### src/rtl/mem_lsu_pkg.sv
// Shared types, operation codes and helpers for the memory-stage load/store unit.
package mem_lsu_pkg;

  localparam int unsigned ALUOP_W = 8;
  localparam int unsigned REG_W   = 5;

  typedef logic [ALUOP_W-1:0] aluop_t;
  typedef logic [REG_W-1:0]   reg_addr_t;

  localparam reg_addr_t NOP_REG_ADDR = '0;

  // Load/store operation codes; any other code is a pass-through ALU result.
  localparam aluop_t EXE_ADD_OP = 8'h20;
  localparam aluop_t EXE_LB_OP  = 8'hE0;
  localparam aluop_t EXE_LH_OP  = 8'hE1;
  localparam aluop_t EXE_LW_OP  = 8'hE3;
  localparam aluop_t EXE_LBU_OP = 8'hE4;
  localparam aluop_t EXE_LHU_OP = 8'hE5;
  localparam aluop_t EXE_LWU_OP = 8'hE6;
  localparam aluop_t EXE_LD_OP  = 8'hE7;
  localparam aluop_t EXE_SB_OP  = 8'hE8;
  localparam aluop_t EXE_SH_OP  = 8'hE9;
  localparam aluop_t EXE_SW_OP  = 8'hEB;
  localparam aluop_t EXE_SD_OP  = 8'hEF;

  typedef enum logic [1:0] {
    LSU_IDLE = 2'd0,
    LSU_REQ  = 2'd1,
    LSU_WAIT = 2'd2
  } lsu_state_e;

  // Access size codes, independent of XLEN; bytes = 1 << size.
  typedef enum logic [1:0] {
    SZ_B = 2'd0,
    SZ_H = 2'd1,
    SZ_W = 2'd2,
    SZ_D = 2'd3
  } size_e;

  typedef struct packed {
    logic  is_mem;     // legal memory access for this XLEN
    logic  is_load;
    logic  sgn;        // sign-extend load result
    size_e size;
    logic  kill_wreg;  // 64-bit-only op on a 32-bit datapath
  } mem_op_t;

  // Decode an ALU op into memory-access attributes for the given datapath width.
  function automatic mem_op_t decode_op(input aluop_t op, input logic xlen64);
    mem_op_t d;
    d      = '0;
    d.size = SZ_B;
    case (op)
      EXE_LB_OP:  begin d.is_mem = 1'b1; d.is_load = 1'b1; d.sgn = 1'b1; d.size = SZ_B; end
      EXE_LBU_OP: begin d.is_mem = 1'b1; d.is_load = 1'b1; d.sgn = 1'b0; d.size = SZ_B; end
      EXE_LH_OP:  begin d.is_mem = 1'b1; d.is_load = 1'b1; d.sgn = 1'b1; d.size = SZ_H; end
      EXE_LHU_OP: begin d.is_mem = 1'b1; d.is_load = 1'b1; d.sgn = 1'b0; d.size = SZ_H; end
      EXE_LW_OP:  begin d.is_mem = 1'b1; d.is_load = 1'b1; d.sgn = 1'b1; d.size = SZ_W; end
      // On a 32-bit datapath LWU degenerates to LW.
      EXE_LWU_OP: begin d.is_mem = 1'b1; d.is_load = 1'b1; d.sgn = !xlen64; d.size = SZ_W; end
      EXE_LD_OP: begin
        if (xlen64) begin d.is_mem = 1'b1; d.is_load = 1'b1; d.size = SZ_D; end
        else        d.kill_wreg = 1'b1;
      end
      EXE_SB_OP:  begin d.is_mem = 1'b1; d.size = SZ_B; end
      EXE_SH_OP:  begin d.is_mem = 1'b1; d.size = SZ_H; end
      EXE_SW_OP:  begin d.is_mem = 1'b1; d.size = SZ_W; end
      EXE_SD_OP: begin
        if (xlen64) begin d.is_mem = 1'b1; d.size = SZ_D; end
        else        d.kill_wreg = 1'b1;
      end
      default: ;
    endcase
    return d;
  endfunction

endpackage

### src/rtl/mem_lsu_if.sv
// Request/grant/rvalid data-memory bus between the LSU (master) and memory (slave).
interface mem_lsu_if #(
  parameter int unsigned XLEN = 32
);
  localparam int unsigned NLANE = XLEN / 8;

  logic             mem_req_o;
  logic             mem_gnt_i;
  logic             mem_we_o;
  logic [XLEN-1:0]  mem_addr_o;
  logic [NLANE-1:0] mem_sel_o;
  logic [XLEN-1:0]  mem_data_o;
  logic             mem_rvalid_i;
  logic [XLEN-1:0]  mem_data_i;

  modport master (
    output mem_req_o, mem_we_o, mem_addr_o, mem_sel_o, mem_data_o,
    input  mem_gnt_i, mem_rvalid_i, mem_data_i
  );

  modport slave (
    input  mem_req_o, mem_we_o, mem_addr_o, mem_sel_o, mem_data_o,
    output mem_gnt_i, mem_rvalid_i, mem_data_i
  );
endinterface

### src/rtl/mem_lsu_align.sv
// Big-endian lane steering: byte enables, store replication, alignment and load extension.
module mem_lsu_align
  import mem_lsu_pkg::*;
#(
  parameter  int unsigned XLEN  = 32,
  localparam int unsigned NLANE = XLEN / 8,
  localparam int unsigned OFF_W = $clog2(NLANE)
) (
  input  size_e            req_size,
  input  logic [OFF_W-1:0] req_off,
  input  logic [XLEN-1:0]  req_data,
  output logic [NLANE-1:0] sel_c,
  output logic [XLEN-1:0]  rep_c,
  output logic             misalign_c,
  input  size_e            resp_size,
  input  logic [OFF_W-1:0] resp_off,
  input  logic             resp_sgn,
  input  logic [XLEN-1:0]  resp_data,
  output logic [XLEN-1:0]  load_c
);

  logic [3:0]       req_nb;
  logic [3:0]       resp_nb;
  logic [OFF_W-1:0] req_sh;
  logic [OFF_W-1:0] resp_sh;
  logic [NLANE-1:0] lane_mask;
  logic [XLEN-1:0]  shifted;

  assign req_nb  = 4'd1 << req_size;
  assign resp_nb = 4'd1 << resp_size;

  // Lowest lane used: byte offset k of an n-byte access ends at lane NLANE-n-k.
  assign req_sh  = OFF_W'(NLANE - 32'(req_nb) - 32'(req_off));
  assign resp_sh = OFF_W'(NLANE - 32'(resp_nb) - 32'(resp_off));

  assign misalign_c = |(req_off & OFF_W'(req_nb - 4'd1));
  assign lane_mask  = NLANE'((16'd1 << req_nb) - 16'd1);
  assign sel_c      = lane_mask << req_sh;

  // Replicate store data across every lane group of the access size.
  always_comb begin
    rep_c = req_data;
    case (req_size)
      SZ_B:    rep_c = {NLANE{req_data[7:0]}};
      SZ_H:    rep_c = {(NLANE/2){req_data[15:0]}};
      SZ_W:    rep_c = {(NLANE/4){req_data[31:0]}};
      default: rep_c = req_data;
    endcase
  end

  assign shifted = resp_data >> {resp_sh, 3'b000};

  // Right-justify the addressed lanes and sign/zero-extend to XLEN.
  always_comb begin
    load_c = shifted;
    case (resp_size)
      SZ_B:    load_c = resp_sgn ? XLEN'($signed(shifted[7:0]))  : XLEN'(shifted[7:0]);
      SZ_H:    load_c = resp_sgn ? XLEN'($signed(shifted[15:0])) : XLEN'(shifted[15:0]);
      SZ_W:    load_c = resp_sgn ? XLEN'($signed(shifted[31:0])) : XLEN'(shifted[31:0]);
      default: load_c = shifted;
    endcase
  end

endmodule

### src/rtl/mem_lsu.sv
// Memory-stage load/store unit with a request/grant/rvalid handshake to data memory.
module mem_lsu
  import mem_lsu_pkg::*;
#(
  parameter int unsigned XLEN = 32
) (
  input  logic            clk,
  input  logic            rst,
  input  logic            ex_valid_i,
  output logic            ex_ready_o,
  input  aluop_t          aluop_i,
  input  reg_addr_t       wd_i,
  input  logic            wreg_i,
  input  logic [XLEN-1:0] wdata_i,
  input  logic [XLEN-1:0] mem_addr_i,
  input  logic [XLEN-1:0] reg2_i,
  mem_lsu_if.master       mem,
  output logic            wb_valid_o,
  output reg_addr_t       wd_o,
  output logic            wreg_o,
  output logic [XLEN-1:0] wdata_o,
  output logic            misalign_o,
  output logic [XLEN-1:0] bad_addr_o,
  output logic            stallreq_o
);

  localparam int unsigned NLANE = XLEN / 8;
  localparam int unsigned OFF_W = $clog2(NLANE);

  lsu_state_e       state_q, state_d;
  mem_op_t          dec;
  logic [NLANE-1:0] sel_c;
  logic [XLEN-1:0]  rep_c;
  logic [XLEN-1:0]  load_c;
  logic             mis_c;

  logic             ld_q;
  logic             sgn_q;
  size_e            size_q;
  logic [OFF_W-1:0] off_q;
  reg_addr_t        wd_q;
  logic             wreg_q;

  logic acc_mem, acc_pass, acc_mis, done_st, done_ld;

  assign dec = decode_op(aluop_i, XLEN == 64);

  mem_lsu_align #(.XLEN(XLEN)) u_align (
    .req_size   (dec.size),
    .req_off    (mem_addr_i[OFF_W-1:0]),
    .req_data   (reg2_i),
    .sel_c      (sel_c),
    .rep_c      (rep_c),
    .misalign_c (mis_c),
    .resp_size  (size_q),
    .resp_off   (off_q),
    .resp_sgn   (sgn_q),
    .resp_data  (mem.mem_data_i),
    .load_c     (load_c)
  );

  // State register.
  always_ff @(posedge clk) begin
    if (rst) state_q <= LSU_IDLE;
    else     state_q <= state_d;
  end

  // Next-state, handshake and completion strobes.
  always_comb begin
    state_d    = state_q;
    ex_ready_o = 1'b0;
    stallreq_o = 1'b0;
    acc_mem    = 1'b0;
    acc_pass   = 1'b0;
    acc_mis    = 1'b0;
    done_st    = 1'b0;
    done_ld    = 1'b0;
    case (state_q)
      LSU_IDLE: begin
        ex_ready_o = 1'b1;
        if (ex_valid_i) begin
          if (!dec.is_mem) begin
            acc_pass = 1'b1;
          end else if (mis_c) begin
            acc_mis = 1'b1;
          end else begin
            acc_mem    = 1'b1;
            stallreq_o = 1'b1;
            state_d    = LSU_REQ;
          end
        end
      end
      LSU_REQ: begin
        stallreq_o = 1'b1;
        if (mem.mem_gnt_i) begin
          if (!ld_q) begin
            done_st = 1'b1;
            state_d = LSU_IDLE;
          end else if (mem.mem_rvalid_i) begin
            done_ld = 1'b1;
            state_d = LSU_IDLE;
          end else begin
            state_d = LSU_WAIT;
          end
        end
      end
      LSU_WAIT: begin
        stallreq_o = 1'b1;
        if (mem.mem_rvalid_i) begin
          done_ld = 1'b1;
          state_d = LSU_IDLE;
        end
      end
      default: state_d = LSU_IDLE;
    endcase
  end

  // Request latch, write-back result and misalign reporting.
  always_ff @(posedge clk) begin
    if (rst) begin
      mem.mem_req_o  <= 1'b0;
      mem.mem_we_o   <= 1'b0;
      mem.mem_addr_o <= '0;
      mem.mem_sel_o  <= '0;
      mem.mem_data_o <= '0;
      ld_q           <= 1'b0;
      sgn_q          <= 1'b0;
      size_q         <= SZ_B;
      off_q          <= '0;
      wd_q           <= NOP_REG_ADDR;
      wreg_q         <= 1'b0;
      wb_valid_o     <= 1'b0;
      wd_o           <= NOP_REG_ADDR;
      wreg_o         <= 1'b0;
      wdata_o        <= '0;
      misalign_o     <= 1'b0;
      bad_addr_o     <= '0;
    end else begin
      wb_valid_o    <= 1'b0;
      misalign_o    <= 1'b0;
      mem.mem_req_o <= (state_d == LSU_REQ);
      if (acc_mem) begin
        ld_q           <= dec.is_load;
        sgn_q          <= dec.sgn;
        size_q         <= dec.size;
        off_q          <= mem_addr_i[OFF_W-1:0];
        wd_q           <= wd_i;
        wreg_q         <= wreg_i;
        mem.mem_we_o   <= !dec.is_load;
        mem.mem_addr_o <= {mem_addr_i[XLEN-1:OFF_W], OFF_W'(0)};
        mem.mem_sel_o  <= sel_c;
        mem.mem_data_o <= dec.is_load ? '0 : rep_c;
      end
      if (acc_pass) begin
        wb_valid_o <= 1'b1;
        wd_o       <= wd_i;
        wreg_o     <= wreg_i & !dec.kill_wreg;
        wdata_o    <= wdata_i;
      end
      if (acc_mis) begin
        wb_valid_o <= 1'b1;
        wd_o       <= wd_i;
        wreg_o     <= 1'b0;
        wdata_o    <= '0;
        misalign_o <= 1'b1;
        bad_addr_o <= mem_addr_i;
      end
      if (done_st) begin
        wb_valid_o <= 1'b1;
        wd_o       <= wd_q;
        wreg_o     <= 1'b0;
        wdata_o    <= '0;
      end
      if (done_ld) begin
        wb_valid_o <= 1'b1;
        wd_o       <= wd_q;
        wreg_o     <= wreg_q;
        wdata_o    <= load_c;
      end
    end
  end

endmodule

### src/flat_wrapper.sv
// flat-port wrapper written by rule: the top's interface ports become plain ports
module mem_lsu_flat import mem_lsu_pkg::*;
#(
  parameter int unsigned XLEN = 32
)
  (clk, rst, ex_valid_i, ex_ready_o, aluop_i, wd_i, wreg_i, wdata_i, mem_addr_i, reg2_i, wb_valid_o, wd_o, wreg_o, wdata_o, misalign_o, bad_addr_o, stallreq_o, mem_mem_req_o, mem_mem_we_o, mem_mem_addr_o, mem_mem_sel_o, mem_mem_data_o, mem_mem_gnt_i, mem_mem_rvalid_i, mem_mem_data_i);
  mem_lsu_if #(.XLEN(XLEN)) mem_i ();
  input  logic clk;
  input  logic rst;
  input  logic ex_valid_i;
  output logic ex_ready_o;
  input  aluop_t aluop_i;
  input  reg_addr_t wd_i;
  input  logic wreg_i;
  input  logic [XLEN-1:0] wdata_i;
  input  logic [XLEN-1:0] mem_addr_i;
  input  logic [XLEN-1:0] reg2_i;
  output logic wb_valid_o;
  output reg_addr_t wd_o;
  output logic wreg_o;
  output logic [XLEN-1:0] wdata_o;
  output logic misalign_o;
  output logic [XLEN-1:0] bad_addr_o;
  output logic stallreq_o;
  output wire logic [$bits(mem_i.mem_req_o)-1:0] mem_mem_req_o;
  output wire logic [$bits(mem_i.mem_we_o)-1:0] mem_mem_we_o;
  output wire logic [$bits(mem_i.mem_addr_o)-1:0] mem_mem_addr_o;
  output wire logic [$bits(mem_i.mem_sel_o)-1:0] mem_mem_sel_o;
  output wire logic [$bits(mem_i.mem_data_o)-1:0] mem_mem_data_o;
  input wire logic [$bits(mem_i.mem_gnt_i)-1:0] mem_mem_gnt_i;
  input wire logic [$bits(mem_i.mem_rvalid_i)-1:0] mem_mem_rvalid_i;
  input wire logic [$bits(mem_i.mem_data_i)-1:0] mem_mem_data_i;
  assign mem_mem_req_o = mem_i.mem_req_o;
  assign mem_mem_we_o = mem_i.mem_we_o;
  assign mem_mem_addr_o = mem_i.mem_addr_o;
  assign mem_mem_sel_o = mem_i.mem_sel_o;
  assign mem_mem_data_o = mem_i.mem_data_o;
  assign mem_i.mem_gnt_i = mem_mem_gnt_i;
  assign mem_i.mem_rvalid_i = mem_mem_rvalid_i;
  assign mem_i.mem_data_i = mem_mem_data_i;
  mem_lsu #(.XLEN(XLEN)) u_core (.clk(clk), .rst(rst), .ex_valid_i(ex_valid_i), .ex_ready_o(ex_ready_o), .aluop_i(aluop_i), .wd_i(wd_i), .wreg_i(wreg_i), .wdata_i(wdata_i), .mem_addr_i(mem_addr_i), .reg2_i(reg2_i), .mem(mem_i), .wb_valid_o(wb_valid_o), .wd_o(wd_o), .wreg_o(wreg_o), .wdata_o(wdata_o), .misalign_o(misalign_o), .bad_addr_o(bad_addr_o), .stallreq_o(stallreq_o));
endmodule
### config.mk
export PLATFORM = sky130hd
export DESIGN_NAME = mem_lsu_flat
export DESIGN_NICKNAME = d
export VERILOG_FILES = /design/src/rtl/mem_lsu_pkg.sv /design/src/rtl/mem_lsu_if.sv /design/src/rtl/mem_lsu_align.sv /design/src/rtl/mem_lsu.sv /design/src/flat_wrapper.sv
export SDC_FILE = /design/constraint.sdc
export NUM_CORES = 1
export LEC_CHECK = 0
export CAP_MARGIN = 20
export CORE_MARGIN = 2
export CORE_UTILIZATION = 25
export DETAILED_ROUTE_END_ITERATION = 16
export PLACE_DENSITY_LB_ADDON = 0.12
export SETUP_SLACK_MARGIN = 0.15
export SYNTH_ARGS = -nofsm -noshare
export SYNTH_HDL_FRONTEND = slang
export SYNTH_SLANG_ARGS = --single-unit
### constraint.sdc
create_clock -name clk -period 6.5 [get_ports clk]
set_input_delay 0.65 -clock clk [delete_from_list [all_inputs] [get_ports clk]]
set_output_delay 0.65 -clock clk [all_outputs]
set_load 0.02 [all_outputs]
Word-level counts from Yosys, hierarchy flattened
Cells that the tools add are included.
{"block": "op_classes", "bitwise_logic": 2, "mux": 54, "shifts": 5, "add_sub_neg": 6, "eq_ne": 16, "n_reduce_logical": 14}
{"op": "$mux W32", "n": 7}
{"op": "$pmux W32 S2", "n": 2}
{"op": "$eq A8 B8 Y1 const B", "n": 11}
{"op": "$shr A32 B5 Y32", "n": 1}
{"op": "$mux W1", "n": 29}
{"op": "$mux W5", "n": 4}
{"op": "$mux W2", "n": 7}
{"op": "$reduce_or A9 Y1", "n": 1}
{"op": "$eq A2 B1 Y1 const B", "n": 4}
{"op": "$pmux W2 S2", "n": 2}
{"op": "$reduce_or A2 Y1", "n": 4}
{"op": "$logic_not A2 Y1", "n": 3}
{"op": "$pmux W2 S3", "n": 1}
{"op": "$reduce_or A3 Y1", "n": 2}
{"op": "$pmux W1 S2", "n": 2}
{"op": "$reduce_bool A4 Y1", "n": 1}
{"op": "$reduce_or A4 Y1", "n": 1}
{"op": "$shl A1 B2 Y4 const A", "n": 1}
{"op": "$shl A1 B4 Y4 const A", "n": 1}
{"op": "$shl A4 B2 Y4", "n": 1}
{"op": "$sub A1 B2 Y2 const A", "n": 2}
{"op": "$sub A2 B2 Y2", "n": 2}
{"op": "$sub A4 B1 Y4 const B", "n": 1}
{"op": "$and A2 B2 Y2", "n": 1}
{"op": "other kinds (5)", "n": 6}
{"block": "totals", "regBits": 154, "inputBits": 147}

Logic depth before layout (Yosys ltp)
Gate-level depths: netlist of run 1.
{"block": "logic_depth", "ltp_word": 14, "ltp_mapped": 12, "ltp_nobuf": 9}

By module
From an unflattened synthesis of run 1, not the netlist that was laid out.
{"block": "hier_totals", "hier_cells": 907, "area_unflattened_um2": 7442.1}
{"mod": "mem_lsu", "n_inst": 1, "area_each_um2": 6075.8, "cells_per_inst": 697, "seq_area_each_um2": 3083.0}
{"mod": "mem_lsu_align", "n_inst": 1, "area_each_um2": 1366.3, "cells_per_inst": 210, "seq_area_each_um2": 0.0}

Worst setup path before layout of run 1
OpenSTA, ideal clock, no wires.
{"block": "synth_timing", "path_kind": "input -> output", "start": "input port aluop_i[1]", "end": "output port stallreq_o", "t_arrival_ns": 3.292, "setup_slack_ns": 2.558, "path_stages": 11, "required_ns": 5.850, "cell_sequence": "clkbuf_1 > o21ai_0 > a22oi_1 > nor2_2 > ha_1 > o31ai_1 > and2_1 > buf_2 > buf_2 > nor2_1 > nor2_1"}
{"block": "synth_between", "elab_chain_cells": 11, "word_cells_on_any_way": 22}
{"item": "start, declared", "line_no": "flat_wrapper.sv:12", "rtl": "input aluop_t aluop_i;"}
{"item": "$eq A8 B8 Y1", "line_no": "mem_lsu_pkg.sv:53", "rtl": "case (op)"}
{"item": "$reduce_or A3 Y1 (no line)"}
{"item": "$pmux W2 S2", "line_no": "mem_lsu_pkg.sv:53"}
{"item": "$shl A1 B2 Y4", "line_no": "mem_lsu_align.sv:29", "rtl": "assign req_nb = 4'd1 << req_size;"}
{"item": "$sub A2 B1 Y2", "line_no": "mem_lsu_align.sv:36", "rtl": "assign misalign_c = |(req_off & OFF_W'(req_nb - 4'd1));"}
{"item": "$and A2 B2 Y2", "line_no": "mem_lsu_align.sv:36"}
{"item": "$reduce_or A2 Y1", "line_no": "mem_lsu_align.sv:36"}
{"item": "$mux W1", "line_no": "mem_lsu.sv:84", "rtl": "end else if (mis_c) begin"}
{"item": "$mux W1 *", "line_no": "mem_lsu.sv:82", "rtl": "if (!dec.is_mem) begin"}
{"item": "$mux W1 *", "line_no": "mem_lsu.sv:81", "rtl": "if (ex_valid_i) begin"}
{"item": "$pmux W1 S2 *", "line_no": "mem_lsu.sv:78", "rtl": "case (state_q)"}
{"item": "end, declared", "line_no": "flat_wrapper.sv:24", "rtl": "output logic stallreq_o;"}
Every way passes the cells marked *; elsewhere a longest branch is shown, timed or not.

Final worst setup path of run 1
Ends and elaborated chain as after synthesis.

==> impl_metrics.yaml, run 1 <==
final_layout:
  fin_nets: 1295
  fillers: 2994
  syn_to_final_growth_pct: 51.7
  drive_above_1_share: 0.0797
  num_antenna_cells: 0
  final_area_mm2: 0.0110
  fin_util: 0.385
timing:
  finalSetupViolCount: 0
  setup_slack_ns: 1.67
  slew_viol_final: 0
  fin_skew_ns: 0.0148
  fin_crit_ns: 4.83
  hold-worst-slack_ns: 0.451
  hold_viol: 0
  fin_crit_sh: 0.743
  rsz0062_at_grt: "no"
  clock.fmax_mhz: 207
  tns_ns: 0
  timing.slew.headroom: 0.330
  tightest_slew_ns: 0.999
floorplanning:
  coreArea_mm2: 0.0287
  dieArea_mm2: 0.0305
  row_count: 62
  die_w_um: 175
  start_util: 0.253
  die_h_um: 175
  pin_count: 291
cts:
  cts_tree: "built"
  clk_latency_ns: 0.43
  path_clk_slew_ns: 0.08
  clockRootBuffer: "clkbuf_16"
  cts.sinks: 154
  hold_buffers: 0
  clk_path_buf_depth: 2
  cts_buffers: 17
  htree_levels: 4
  ctsResizeCount: 0
  post_cts_buffers: 0
outcome:
  status: "completed"
worst_setup_path:
  endpoint: "stallreq_o"
  crit_arrival_ns: 4.18
  path_cells: "clkdlybuf4s50_1 > o21ai_0 > a22oi_1 > nor2_2 > ha_1 > o31ai_1 > buf_4 > and2_2 > nor2_1 > nor2_1 > clkdlybuf4s50_1"
  crit_start: "aluop_i[1]"
  rr_startpoint: "u_core.size_q[1]$_SDFFE_PP0P_"
  end_kind: "primary output"
  slowest_delay_ns: 0.74
  reg2reg_depth: 8
  criticalPathCategory: "input port to primary output"
  crit_fanout: 11
  reg2reg_to: "u_core.wdata_o[23]$_SDFFE_PP0P_"
  crit_path_start_kind: "input port"
  regToRegSetupSlack_ns: 2.78
  crit_slowest_cell: "clkdlybuf4s50_1"
  cp.required_ns: 5.85
placed_design:
  dpl_cell_area_mm2: 0.0104
  gp_congestion: 0.756
  io_buffers: 288
  pre_cts_ws_ns: 1.71
  hpwl_um: 19700
detailed_routing:
  wl_um: 27800
  drtIter0Drc: 319
  ant_nets: 0
  drc_errors: 0
  viasPerCell: 4.75
  drtPass1Iterations: 5
  vias: 7306
  wl_per_cell_um: 18.1
synthesis:
  synth.most_common_cell: "nand2_1"
  ys_top_cells_by_count: "nand2_1 (209), dfxtp_1 (154), a21oi_1 (126)"
  yosys.area.top_type_share: 0.424
  synth_cell_types: 64
  ys_ff_latch: 154
  yosysWarnings: 0
  yosysTopAreaCell: "dfxtp_1"
  syn_inst: 893
  async_flop_share: 0
  yosys-top-cells-area: "dfxtp_1 (42%), nand2_1 (11%), a21oi_1 (8.7%), mux2_2 (4.6%), nor3_1 (2.8%)"
  synth_edf_count: 0
  ys_seq_area_frac: 0.424
  synthFlopType: "dfxtp_1"
  synthesis.area_mm2: 0.00728
  syn_avg_cell_area_um2: 8.15
global_route:
  grt.total_usage: 0.180
  grt_max_degree: 81
  grt_pass1_vias: 7334
  grt_first_pass_wirelength_um: 43000
  overflow: 0
  antenna_found_initial: 2
power_and_ir_drop:
  ir_drop_v: 0.000155
  power.leakage_nw: 3.75
  power.density_mw_per_mm2: 209
min_path:
  hold_class: "flop to flop"
run:
  cap_viol_max_count: 0
-- sequential cells by signal, summed over array words and instances (netlist names), 2 cells and up --
register	count
u_core.wdata_o	32
u_core.wd_o	5
u_core.mem.mem_addr_o	30
u_core.state_q	2
u_core.bad_addr_o	32
u_core.mem.mem_sel_o	4
u_core.mem.mem_data_o	32
u_core.size_q	2
u_core.wd_q	5
u_core.off_q	2
-- per-layer routing --
layer,track usage,vias to the layer above,routed length (um)
li1,-,3674,-
met1,0.233,3400,12600
met2,0.296,218,12900
met3,0.0583,14,2070
met4,0.0323,0,193
met5,0,-,0
-- critical path: cells and delay by family --
family	cells	cell delay (ns)
compound gates	3	1.01
buf+inv	3	1.58
fa+ha+maj	1	0.29
simple gates	4	0.64
-- layout by cell type, fill, tap and decap left out, drive strengths merged, types with 10 or more instances in the layout --
cell type	count
nand2	210
and3	10
mux2	30
nand2b	16
a221o	15
a21oi	126
a31oi	17
nor3	41
dfxtp	154
o21ai	23
buf	13
nor2	12
a21o	10
clkbuf	17
o31ai	11
inv	17
clkdlybuf4s50	287
nand3	29
-- cell type report --
type	instances	area (um^2)	share of cell area
clock buffer	17	425	0.0385
clock inverter	15	179	0.0162
inverter	11	41.3	0.00374
multi-input combinational	657	3860	0.350
timing repair buffer	300	2970	0.269
sequential	154	3080	0.279
tap	384	480	0.0435
-- worst min path at each step --
stage                                                 from                                      to  slack [ns]  cells past startpoint
detailed placement  u_core.mem.mem_data_o[12]$_SDFFE_PP0P_  u_core.mem.mem_data_o[12]$_SDFFE_PP0P_        0.44                      2
finish              u_core.mem.mem_data_o[14]$_SDFFE_PP0P_  u_core.mem.mem_data_o[14]$_SDFFE_PP0P_        0.45                      2
CTS                            u_core.wd_q[3]$_SDFFE_PP0P_             u_core.wd_q[3]$_SDFFE_PP0P_        0.45                      2
global placement    u_core.mem.mem_data_o[18]$_SDFFE_PP0P_  u_core.mem.mem_data_o[18]$_SDFFE_PP0P_        0.44                      2
floorplan                      u_core.wd_q[0]$_SDFFE_PP0P_             u_core.wd_q[0]$_SDFFE_PP0P_        0.43                      2
global route                   u_core.wd_q[0]$_SDFFE_PP0P_             u_core.wd_q[0]$_SDFFE_PP0P_        0.47                      2
-- power breakdown --
group / leakage (nW) / switching (mW) / total [mW] / internal (mW)
Combinational: 2.20 / 0.134 / 0.284 / 0.150
Sequential: 1.25 / 0.0116 / 0.976 / 0.964
Clock: 0.300 / 0.463 / 1.05 / 0.582
-- kinds of logic after synthesis --
group           Yosys count  synth area share
simple gates            347             0.218
compound gates          254             0.225
flops                   154             0.424
buf+inv                  83            0.0492
mux                      39            0.0588
xor+xnor                  8            0.0127
fa+ha+maj                 7            0.0120
other cells               1          0.000515
-- per-stage QoR --
stage	cells	total power, mW
after floorplan	894	1.11
after global placement	1506	1.28
after detailed placement	1506	1.28
after CTS	1538	2.34
after global routing	1538	2.40
final	1538	2.31
Note: power is estimated with default switching activity, not from simulation.
==> inputs of run 2 (changes only) <==
clock period = 4.7 ns   (was 6.5 ns; I/O delays follow)
==> run 2 against run 1 <==
  * Clock skew decreased by 0.0019 ns
  * Sequential share of layout area is 0.19 points lower
  * Final cell count up 0.59%
  * Global-route usage up 0.096 points
  * Via count up 1.1%
  * Sequential power grew 38%
  * Setup slack got worse by 0.94 ns
  * Non-clock buffer count is 9 higher
  * Final area is 0.69% higher
  * First-iteration DRC count increased by 4.1%
  * Sequential cell count unchanged
  * Combinational power is 40% higher
  * Critical path type unchanged
  * Highest routed layer is now met5
==> impl_metrics.yaml, run 2 (synthesized netlist as in run 1, its figures left out) <==
global_route:
  grt.total_usage: 0.181
  grt_first_pass_wirelength_um: 43100
  grt_pass1_vias: 7336
  grt_max_degree: 70
  antenna_found_initial: 1
  overflow: 0
final_layout:
  fin_util: 0.387
  final_area_mm2: 0.0111
  top_regs: "u_core.bad_addr_o (32), u_core.mem.mem_data_o (32), u_core.wdata_o (32)"
  mostFrequentLayoutCell: "clkdlybuf4s50_1"
  final_cell_mix: "clkdlybuf4s50_1 (287), nand2_1 (209), dfxtp_1 (154)"
  drive_above_1_share: 0.0868
  syn_to_final_growth_pct: 52.8
  instances_no_fill: 1547
  num_antenna_cells: 0
  fin_nets: 1304
timing:
  hold_viol: 0
  fin_crit_ns: 3.97
  rsz0062_at_grt: "no"
  tns_ns: 0
  fin_skew_ns: 0.0129
  clock.fmax_mhz: 252
  finalSetupViolCount: 0
  hold-worst-slack_ns: 0.452
  slew_viol_final: 0
  setup_slack_ns: 0.729
  tightest_slew_ns: 1.13
  fin_crit_sh: 0.845
  timing.slew.headroom: 0.244
floorplanning:
  row_count: 62
  coreArea_mm2: 0.0287
  die_h_um: 175
  start_util: 0.253
  dieArea_mm2: 0.0305
  die_w_um: 175
  pin_count: 291
worst_setup_path:
  crit_path_start_kind: "input port"
  crit_fanout: 10
  crit_slowest_cell: "clkdlybuf4s50_1"
  worst-path-buf-inv: 5
  criticalPathCategory: "input port to primary output"
  path_common_cell: "buf_4"
  regToRegSetupSlack_ns: 1.34
  cp.required_ns: 4.23
  slowest_delay_ns: 0.65
  path_cells: "clkdlybuf4s50_1 > nor3b_2 > buf_4 > a22oi_1 > buf_4 > nor2_2 > ha_1 > o31ai_1 > buf_4 > and2_2 > nor2_1 > nor2_1 > clkdlybuf4s50_1"
  cp_top_family: "buffers and inverters"
  crit_arrival_ns: 3.50
  end_kind: "primary output"
power_and_ir_drop:
  power.density_mw_per_mm2: 287
  p_total_mw: 3.20
  power.leakage_nw: 3.80
  ir_drop_v: 0.000170
run:
  cap_viol_max_count: 0
placed_design:
  io_buffers: 288
  gp_congestion: 0.793
  pre_cts_ws_ns: 0.755
  hpwl_um: 19800
  dpl_cell_area_mm2: 0.0105
  placed_cells_incl_taps: 1515
cts:
  post_cts_buffers: 0
  hold_buffers: 0
  cts.sinks: 154
  cts_buffers: 17
  clk_latency_ns: 0.43
  cts_tree: "built"
  htree_levels: 4
  path_clk_slew_ns: 0.07
  clockRootBuffer: "clkbuf_16"
  ctsResizeCount: 0
  clk_path_buf_depth: 2
outcome:
  status: "completed"
detailed_routing:
  wl_um: 28100
  wl_per_cell_um: 18.2
  drtPass1Iterations: 5
  vias: 7389
  viasPerCell: 4.78
  drtIter0Drc: 332
  drc_errors: 0
  ant_nets: 0
min_path:
  hold_class: "flop to flop"
run 2: cell types whose count changed in the layout (fill, tap and decap cells not counted), sizes merged:
cell | before | now
buf | 13 | 22
bufinv | 2 | 1
clkinv | 7 | 6
inv | 17 | 19
run 2: worst register-to-register path: cells and delay by family (launching register included):
| kind | cells | cell delay [ns] |
|---|---|---|
| flip-flops | 1 | 0.36 |
| multiplexers | 2 | 0.49 |
| AND/OR/NAND/NOR | 1 | 0.26 |
| buffers and inverters | 1 | 0.07 |
| adder cells (fa/ha/maj) | 1 | 0.76 |
| AO/OA/AOI/OAI | 3 | 1.29 |
run 2: worst paths after layout:
kind                                       from                               to  depth (start not counted)
hold / removal      u_core.wd_q[0]$_SDFFE_PP0P_      u_core.wd_q[0]$_SDFFE_PP0P_                          2
setup / recovery                     aluop_i[2]                       stallreq_o                         13
hold reg to reg     u_core.wd_q[0]$_SDFFE_PP0P_      u_core.wd_q[0]$_SDFFE_PP0P_                          2
setup reg to reg  u_core.size_q[1]$_SDFFE_PP0P_  u_core.wdata_o[23]$_SDFFE_PP0P_                          8
run 2: power by group:
group	switching, mW	total, mW	leakage (nW)	internal (mW)
registers	0.0162	1.35	1.25	1.33
clock network	0.678	1.45	0.301	0.770
logic	0.186	0.398	2.25	0.211
run 2: metal layers:
layer / GRT usage / wire length [um] / vias up
met3: 0.0618 / 2090 / 24
met5: 0 / 13 / -
met2: 0.292 / 13000 / 217
li1: - / - / 3701
met1: 0.232 / 12700 / 3445
met4: 0.0427 / 357 / 2
run 2: layout make-up:
type / count / area (um^2)
inverter: 11 / 41.3
clock buffer: 17 / 425
sequential: 154 / 3080
clock inverter: 15 / 188
fill: 2983 / 17600
tap: 384 / 480
multi-input combinational: 657 / 3860
timing repair buffer: 309 / 3040
==> inputs of run 3 (changes only) <==
clock period = 3.6 ns   (was 4.7 ns; I/O delays follow)
==> run 3 against run 2 <==
  * Combinational power up 30%
  * Clock skew grew 0.0028 ns
  * Power is 29% higher
  * Critical path depth decreased by 4
  * Final cell count up 1.0%
  * Clock power is 26% higher
  * Via count is 0.22% lower
  * Wire length down 1.7%
  * Die area unchanged
  * First-iteration DRC count rose by 3.3%
  * Core utilization grew 0.30 points
  * Final area grew 0.78%
==> impl_metrics.yaml, run 3 (synthesized netlist as in run 1, its figures left out) <==
timing:
  finalSetupViolCount: 0
  tightest_slew_ns: 0.983
  timing.slew.headroom: 0.343
  fin_skew_ns: 0.0156
  clock.fmax_mhz: 314
  slew_viol_final: 0
  fin_crit_ns: 3.18
  tns_ns: 0
  fin_crit_sh: 0.884
  rsz0062_at_grt: "no"
  hold_viol: 0
power_and_ir_drop:
  power.density_mw_per_mm2: 367
  ir_drop_v: 0.000218
  power.leakage_nw: 3.86
placed_design:
  hpwl_um: 20000
  io_buffers: 288
  gp_congestion: 0.785
  dpl_cell_area_mm2: 0.0106
global_route:
  overflow: 0
  grt_pass1_vias: 7225
  grt_first_pass_wirelength_um: 42800
  antenna_found_initial: 2
  grt.total_usage: 0.179
  grt_max_degree: 72
cts:
  clk_path_buf_depth: 2
  ctsResizeCount: 0
  path_clk_slew_ns: 0.07
  clockRootBuffer: "clkbuf_16"
  clk_latency_ns: 0.44
  hold_buffers: 0
  cts.sinks: 154
  cts_buffers: 17
  post_cts_buffers: 0
  cts_tree: "built"
  htree_levels: 4
min_path:
  min-delay-start: "u_core.bad_addr_o[31]$_SDFFE_PP0P_"
  hold_depth: 2
  hold_class: "flop to flop"
  holdPathEnd: "u_core.bad_addr_o[31]$_SDFFE_PP0P_"
worst_setup_path:
  crit_start: "u_core.size_q[1]$_SDFFE_PP0P_"
  reg2reg_to: "u_core.wdata_o[10]$_SDFFE_PP0P_"
  end_kind: "flop"
  criticalPathCategory: "flop to flop"
  cp.required_ns: 3.87
  crit_fanout: 23
  crit_slowest_cell: "ha_1"
  rr_startpoint: "u_core.size_q[1]$_SDFFE_PP0P_"
  slowest_delay_ns: 0.73
  path_cells: "nor2_1 > inv_1 > ha_1 > buf_4 > nand2b_1 > nor3_1 > or4_1 > o21ai_0 > a311oi_1"
  regToRegSetupSlack_ns: 0.42
  crit_arrival_ns: 3.45
  crit_path_start_kind: "flop"
  reg2reg_depth: 9
run:
  cap_viol_max_count: 0
final_layout:
  final_cell_mix: "clkdlybuf4s50_1 (286), nand2_1 (209), dfxtp_1 (154)"
  fillers: 2991
  mostFrequentLayoutCell: "clkdlybuf4s50_1"
  syn_to_final_growth_pct: 54.0
  fin_nets: 1318
  top_regs: "u_core.bad_addr_o (32), u_core.mem.mem_data_o (32), u_core.wdata_o (32)"
  final_area_mm2: 0.0112
  drive_above_1_share: 0.0977
floorplanning:
  pin_count: 291
  dieArea_mm2: 0.0305
  coreArea_mm2: 0.0287
  start_util: 0.253
  die_w_um: 175
  row_count: 62
  die_h_um: 175
detailed_routing:
  ant_nets: 0
  vias: 7373
  wl_per_cell_um: 17.7
  wl_um: 27700
  viasPerCell: 4.72
  drtPass1Iterations: 4
  drtIter0Drc: 343
  drc_errors: 0
outcome:
  status: "completed"
-- run 3: changes by cell type in the layout (fill, tap and decap cells not counted), sizes merged --
cell	delta
bufinv	-1
clkinvlp	+2
diode	+2
clkbuf	+1
buf	+14
inv	+1
dlymetal6s2s	+1
clkdlybuf4s50	-1
clkinv	-3
-- run 3: critical path, delay by kind of cell, from the launching register on --
kind	cells	cell delay (ns)
buf+inv	2	0.39
fa+ha+maj	1	0.73
compound gates	2	0.50
flops	1	0.36
simple gates	4	1.03
-- run 3: worst max path at each step --
stage / end / cells after the start
finish: u_core.wdata_o[10]$_SDFFE_PP0P_ / 9
global route: u_core.wdata_o[10]$_SDFFE_PP0P_ / 9
detailed placement: u_core.mem.mem_data_o[25]$_SDFFE_PP0P_ / 10
floorplan: stallreq_o / 11
CTS: stallreq_o / 10
global placement: u_core.mem.mem_data_o[30]$_SDFFE_PP0P_ / 10
-- run 3: layout make-up --
cell class | instances | area [um^2] | area share
Multi-Input combinational cell | 657 | 3860 | 0.345
Timing Repair Buffer | 323 | 3150 | 0.281
Sequential cell | 154 | 3080 | 0.275
Tap cell | 384 | 480 | 0.0429
Clock buffer | 18 | 439 | 0.0392
Clock inverter | 14 | 148 | 0.0132
Inverter | 11 | 41.3 | 0.00369
Antenna cell | 2 | 5.00 | 0.000447
-- run 3: metal layers --
metal  track usage  share of wire  vias to the layer above
met5             0              0                        -
met4        0.0486          0.015                        0
met1         0.235           0.45                     3421
li1              -              -                     3722
met3        0.0542          0.070                       24
met2         0.287           0.46                      206
-- run 3: stage by stage --
stage	utilization	cells	worst slack [ns]	hold slack (ns)	total power, mW
finish	0.390	1563	0.419	0.451	4.12
global route	0.390	1561	0.233	0.472	4.28
CTS	0.390	1561	0.267	0.454	4.19
detailed placement	0.370	1529	0.218	0.444	2.33
global placement	0.370	1529	0.282	0.437	2.33
floorplan	-	894	0.238	0.433	2.00
-- run 3: where the power goes --
part	total, mW	switching (mW)	internal [mW]
clock network	1.83	0.885	0.949
logic	0.519	0.240	0.279
registers	1.76	0.0212	1.74
